--- config.mk ---
export PLATFORM = sky130hd
export DESIGN_NAME = spi_sclk_gen
export DESIGN_NICKNAME = d
export VERILOG_FILES = /design/src/rtl/spi_agc_pkg.sv /design/src/rtl/spi_half_period_timer.sv /design/src/rtl/spi_sclk_gen.sv
export SDC_FILE = /design/constraint.sdc
export NUM_CORES = 1
export LEC_CHECK = 0
export ABC_CLOCK_PERIOD_IN_PS = 4720
export CORE_MARGIN = 4
export CORE_UTILIZATION = 55
export DETAILED_ROUTE_END_ITERATION = 8
export GPL_ROUTABILITY_DRIVEN = 0
export PLACE_DENSITY = 0.79
export SYNTH_ARGS = -nofsm -noshare
export SYNTH_HDL_FRONTEND = slang
export SYNTH_SLANG_ARGS = --single-unit
--- constraint.sdc ---
create_clock -name clk -period 4.72 [get_ports clk]
set_input_delay 0.708 -clock clk [delete_from_list [all_inputs] [get_ports clk]]
set_output_delay 0.708 -clock clk [all_outputs]
set_load 0.005 [all_outputs]
--- src/rtl/spi_agc_pkg.sv ---
// Shared types for the SPI_AGC control path: sequencer states and the latched SPI mode.
package spi_agc_pkg;

   typedef enum logic [2:0] {
      IDLE,
      SETUP,
      XFER,
      HOLD,
      GAP
   } state_t;

   typedef struct packed {
      logic cpol;
      logic cpha;
   } mode_t;

endpackage

--- src/rtl/spi_half_period_timer.sv ---
// Half-period down-counter: reloads with d on every load and ticks for one cycle when it expires.
module spi_half_period_timer
   import spi_agc_pkg::*;
#(
   parameter int DIV_W = 8
) (
   input  logic             clk,
   input  logic             rst,
   input  logic             en,
   input  logic             load,
   input  logic [DIV_W-1:0] period,
   output logic             tick
);

   logic [DIV_W-1:0] cnt;

   // NOTE: sequential state is always written with <= so every flop samples pre-edge values.
   always_ff @(posedge clk or negedge rst) begin
      if (!rst) begin
         cnt <= '0;
      end else if (load) begin
         cnt <= period - DIV_W'(1);
      end else if (en && cnt != '0) begin
         cnt <= cnt - DIV_W'(1);
      end
   end

   assign tick = en && (cnt == '0);

endmodule

--- src/rtl/spi_sclk_gen.sv ---
// SPI SCLK and frame sequencer with chip-select setup/hold and launch/sample strobes.
// Define SPI_SCLK_GEN_GAP_EN to add a GAP state (cs_n high, busy held) after HOLD.
module spi_sclk_gen
   import spi_agc_pkg::*;
#(
   parameter int NUM_CS = 2,
   parameter int DIV_W  = 8,
   parameter int CNT_W  = 6,
   localparam int SEL_W = (NUM_CS > 1) ? $clog2(NUM_CS) : 1
) (
   input  logic              clk,
   input  logic              rst,
   input  logic              start,
   input  logic              stop,
   input  logic [DIV_W-1:0]  div,
   input  logic [CNT_W-1:0]  nbits,
   input  logic              cpol,
   input  logic              cpha,
   input  logic [SEL_W-1:0]  cs_sel,
   output logic              sclk,
   output logic [NUM_CS-1:0] cs_n,
   output logic              launch,
   output logic              sample,
   output logic              busy,
   output logic              done
);

   state_t state, next_state;
   mode_t  mode_q;

   logic [DIV_W-1:0]  d_q, d_in, period;
   logic [CNT_W-1:0]  nbits_q;
   logic [CNT_W:0]    edge_q, edge_d, edge_next;
   logic              start_ok, abort, tick, load, timer_en, last_edge, leading;
   logic              sclk_d, launch_d, sample_d, busy_d, done_d;
   logic [NUM_CS-1:0] cs_n_d;

   assign d_in      = (div == '0) ? DIV_W'(1) : div;
   assign start_ok  = start && !stop && (nbits != '0) && (32'(cs_sel) < NUM_CS);
   assign abort     = stop && (state != IDLE);
   assign timer_en  = (state != IDLE);
   assign load      = (state == IDLE) ? start_ok : tick;
   assign period    = (state == IDLE) ? d_in : d_q;
   assign edge_next = edge_q + (CNT_W+1)'(1);
   assign last_edge = (edge_next == {nbits_q, 1'b0});
   assign leading   = edge_next[0];

   spi_half_period_timer #(
      .DIV_W (DIV_W)
   ) u_timer (
      .clk    (clk),
      .rst    (rst),
      .en     (timer_en),
      .load   (load),
      .period (period),
      .tick   (tick)
   );

   always_ff @(posedge clk or negedge rst) begin
      if (!rst) begin
         state <= IDLE;
      end else begin
         state <= next_state;
      end
   end

   always_comb begin
      next_state = state;
      case (state)
         IDLE:  if (start_ok) next_state = SETUP;
         SETUP: if (tick) next_state = XFER;
         XFER:  if (tick && last_edge) next_state = HOLD;
         HOLD: begin
            if (tick) begin
`ifdef SPI_SCLK_GEN_GAP_EN
               next_state = GAP;
`else
               next_state = IDLE;
`endif
            end
         end
         GAP:   if (tick) next_state = IDLE;
         default: next_state = IDLE;
      endcase
      if (abort) next_state = IDLE;
   end

   // The end of SETUP is SCLK edge 1; every later tick up to edge 2*nbits happens in XFER.
   always_comb begin
      // NOTE: every output of this block gets a default first, so no path leaves a latch behind.
      sclk_d   = sclk;
      cs_n_d   = cs_n;
      busy_d   = busy;
      launch_d = 1'b0;
      sample_d = 1'b0;
      done_d   = 1'b0;
      edge_d   = edge_q;
      case (state)
         IDLE: begin
            sclk_d = cpol;
            if (start_ok) begin
               cs_n_d         = '1;
               cs_n_d[cs_sel] = 1'b0;
               busy_d         = 1'b1;
               edge_d         = '0;
               launch_d       = !cpha;
            end
         end
         SETUP, XFER: begin
            if (tick) begin
               sclk_d = ~sclk;
               edge_d = edge_next;
               if (mode_q.cpha) begin
                  launch_d = leading;
                  sample_d = !leading;
               end else begin
                  sample_d = leading;
                  launch_d = !leading && !last_edge;
               end
            end
         end
         HOLD: begin
            if (tick) begin
               cs_n_d = '1;
`ifdef SPI_SCLK_GEN_GAP_EN
               busy_d = 1'b1;
`else
               busy_d = 1'b0;
               done_d = 1'b1;
`endif
            end
         end
         GAP: begin
            if (tick) begin
               busy_d = 1'b0;
               done_d = 1'b1;
            end
         end
         default: ;
      endcase
      if (abort) begin
         sclk_d   = mode_q.cpol;
         cs_n_d   = '1;
         busy_d   = 1'b0;
         launch_d = 1'b0;
         sample_d = 1'b0;
         done_d   = 1'b0;
      end
   end

   always_ff @(posedge clk or negedge rst) begin
      if (!rst) begin
         sclk    <= 1'b0;
         cs_n    <= '1;
         launch  <= 1'b0;
         sample  <= 1'b0;
         busy    <= 1'b0;
         done    <= 1'b0;
         edge_q  <= '0;
         d_q     <= '0;
         nbits_q <= '0;
         mode_q  <= '0;
      end else begin
         sclk   <= sclk_d;
         cs_n   <= cs_n_d;
         launch <= launch_d;
         sample <= sample_d;
         busy   <= busy_d;
         done   <= done_d;
         edge_q <= edge_d;
         if (state == IDLE && start_ok) begin
            d_q     <= d_in;
            nbits_q <= nbits;
            mode_q  <= '{cpol: cpol, cpha: cpha};
         end
      end
   end

endmodule

==> results.json <==
{
  "dp_hpwl_mm": 3.69,
  "setup_violations": 0,
  "ctsResizeCount": 0,
  "cts_made_buffers": 5,
  "ant_nets": 0,
  "worst-endpoint-arrival_ps": 3740,
  "status": "finished, final reports clean",
  "cap_violations": 0,
  "clock_path_buffers": 2,
  "area.growth.synth_to_final_pct": 15.9,
  "die_area_sq_mm": 0.00549,
  "critPathMaxStageDelay_ps": 480,
  "final_design_area_no_fill_sq_mm": 0.00279,
  "rows": 23,
  "synth_compound_area_frac": 0.175,
  "fill_cells": 336,
  "crit_buf_inv": 1,
  "grt.total_usage": 0.211,
  "crit_slowest_cell": "or4_1",
  "gr-total-overflow": 0,
  "synthArstFlopShare": 1.00,
  "holdPathEnd": "d_q[0]$_DFFE_PN0P_",
  "fmax_mhz": 282,
  "synth_nets": 274,
  "yosysSeqAreaShare": 0.417,
  "setup.worst_path.class": "in -> reg",
  "period_minus_slack_ps": 3550,
  "synthMuxAreaShare": 0.123,
  "p_leak_nw": 1.22,
  "worst_setup_path_start_kind": "input pin",
  "via_count": 1990,
  "required_ps": 4910,
  "synthAdderAreaFrac": 0.0312,
  "initial_core_util": 0.584,
  "busiest_layer": "met2",
  "met2_usage": 0.353,
  "cts.clk_slew.worst_paths_ps": 80,
  "path_cells": "clkdlybuf4s50_1 -> nor4_1 -> a21oi_1 -> a21oi_2 -> nor2_1 -> a21oi_1 -> ha_1 -> nand2b_1 -> or4_1 -> o311ai_1 -> o21ai_1 -> a211o_1",
  "grt_start_max_net_pins": 41,
  "drc": 0,
  "synth_warnings": 0,
  "antenna_cells": 0,
  "hp-class": "reg -> reg",
  "hold_path.startpoint": "d_q[0]$_DFFE_PN0P_",
  "port_buffers": 27,
  "vias_per_cell": 6.14,
  "relSlewSlack": 0.416,
  "grt_pass1_vias": 1943,
  "synth_cell_types": 50,
  "drtIter0Drc": 143,
  "whs_ps": 497,
  "cts_setup_buffers": 0,
  "cts_tree": "yes",
  "die_h_microns": 74.1,
  "hold_buffers": 0,
  "finish.utilization": 0.677,
  "io_pins": 28,
  "setup_tns_ps": 0,
  "synth_cells": 247,
  "h-tree-depth": 2,
  "fin_crit_sh": 0.752,
  "drt_pass1_iterations": 5,
  "end_kind": "flop",
  "p_per_area_mw_per_mm2": 570,
  "worst_pin_slew_ps": 876,
  "synth_simple_gate_area_frac": 0.172,
  "r2r_slack_ps": 1240,
  "use_met1": 0.265,
  "synth_edf_count": 0,
  "core_sq_mm": 0.00412,
  "dp_cells": 316,
  "rsz0062_at_grt": "false",
  "netlist_area_sq_mm": 0.00240,
  "cp_max_fo": 9,
  "hold_violations": 0,
  "reg2reg_depth": 14,
  "hold-path-cell-count": 2,
  "fin_skew_ps": 6.92,
  "rr_endpoint": "u_timer.cnt[4]$_DFFE_PN0P_",
  "irDropWorstVdd_v": 0.000262,
  "avgSynthCellArea_sq_um": 9.74,
  "root_buffer": "clkbuf_8",
  "crit_family": "compound AO/OA/AOI/OAI gates",
  "slew_viol_final": 0,
  "final_cells": 324,
  "clk_latency_ps": 300,
  "wirelength_mm": 5.17,
  "die_w_microns": 74.1,
  "grt_pass1_wl_mm": 8.93,
  "place_area_sq_mm": 0.00271,
  "met3_usage": 0.0500,
  "cts_num_sinks": 40,
  "synthFlopType": "dfrtp_1",
  "cp_common_cell": "a21oi_1",
  "synth_xor_area_frac": 0.0473,
  "rr_startpoint": "state[0]$_DFFE_PN0P_",
  "drive_gt1_frac": 0.135,
  "antenna_found_initial": 0,
  "nets": 300,
  "ys_seq_elements": 40,
  "synth_top_family_by_area": "compound AO/OA/AOI/OAI gates",
  "wl_per_cell_microns": 16.0
}
cell usage in the layout (no fill, tap or decap), types with 3 or more instances in the layout:
cell	n
dfrtp_1	38
clkdlybuf4s50_1	26
buf_4	4
a21oi_1	13
nor3_1	8
o22ai_1	3
nand2b_1	6
inv_1	7
nor2b_1	3
xnor2_1	6
a31oi_1	6
a22o_1	8
mux2i_1	6
a211o_1	3
nand2_1	19
nand3_1	8
xor2_1	7
mux2_2	21
and3_1	4
clkbuf_8	5
o21ai_0	8
nor2_1	20
ha_1	6
cells by family after synthesis:
logic type,Yosys count
and+or+nand+nor,81
adders and majority gates,6
buffers and inverters,19
DFF,40
AOI/OAI and AO/OA,61
muxes,27
xor gates and xnor gates,13
registers in the layout (all words and copies together), names as in the netlist:
name         flops
busy             1
cs_n             2
d_q              8
done             1
edge_q           7
launch           1
mode_q           2
nbits_q          6
sample           1
sclk             1
state            2
u_timer.cnt      8
synthesized netlist by cell type, types with 3 or more instances:
cell type   n  area share
o21ai_0     8       0.017
nand3_1     8       0.017
o22ai_1     3      0.0078
nand2b_1    6       0.016
nor2_1     20       0.031
a31oi_1     6       0.016
a21oi_1    13       0.027
xor2_1      7       0.025
a211o_1     3       0.011
inv_1       7       0.011
and3_1      4       0.010
xnor2_1     6       0.022
mux2_2     21       0.098
clkbuf_1    4      0.0062
dfrtp_1    38        0.40
a22o_1      8       0.029
ha_1        6       0.031
mux2i_1     6       0.025
nor2b_1     3      0.0078
nand2_1    19       0.030
nor3_1      8       0.017
buf_2       6       0.012
metal layers:
layer | vias to the layer above | part of all wire
met4 | 0 | 0.017
li1 | 963 | -
met5 | - | 0
met1 | 968 | 0.45
met3 | 11 | 0.046
met2 | 48 | 0.48
tightest hold or removal path, cell delays in order, from the launching register on:
cell     delay, ps
dfrtp_1        350
nand2_1         50
o21ai_0         60
power by group:
| part | leakage, nW | switching [mW] | total (mW) | internal, mW |
|---|---|---|---|---|
| logic | 0.688 | 0.396 | 0.762 | 0.366 |
| registers | 0.495 | 0.121 | 0.609 | 0.488 |
| clock network | 0.0422 | 0.114 | 0.218 | 0.104 |
| total | 1.22 | 0.631 | 1.59 | 0.957 |
worst max path at each step:
| stage | startpoint | end | slack, ps | cells after the start |
|---|---|---|---|---|
| 6_report | nbits[1] | u_timer.cnt[4]$_DFFE_PN0P_ | 1170 | 12 |
| 5_1_grt | nbits[1] | u_timer.cnt[4]$_DFFE_PN0P_ | 910 | 12 |
| 4_1_cts | nbits[1] | u_timer.cnt[4]$_DFFE_PN0P_ | 1200 | 12 |
| 3_5_place_dp | nbits[0] | u_timer.cnt[4]$_DFFE_PN0P_ | 860 | 12 |
| 3_3_place_gp | nbits[1] | u_timer.cnt[4]$_DFFE_PN0P_ | 950 | 12 |
| 2_1_floorplan | nbits[1] | u_timer.cnt[4]$_DFFE_PN0P_ | 1680 | 11 |
metrics by stage:
step / total power, mW / setup WS, ps
2_1_floorplan: 1.15 / 1680
3_3_place_gp: 1.35 / 945
3_5_place_dp: 1.37 / 863
5_1_grt: 1.72 / 905
6_report: 1.59 / 1170
4_1_cts: 1.60 / 1200
final cells by class:
type	instances	area [sq um]	area share
clock inverter	1	5.00	0.00180
sequential	40	1000	0.360
clock buffer	7	76.3	0.0274
multi-input combinational	188	1320	0.473
tap	50	62.6	0.0224
inverter	7	26.3	0.00943
timing repair buffer	31	295	0.106
(Power assumes the default switching activity.)
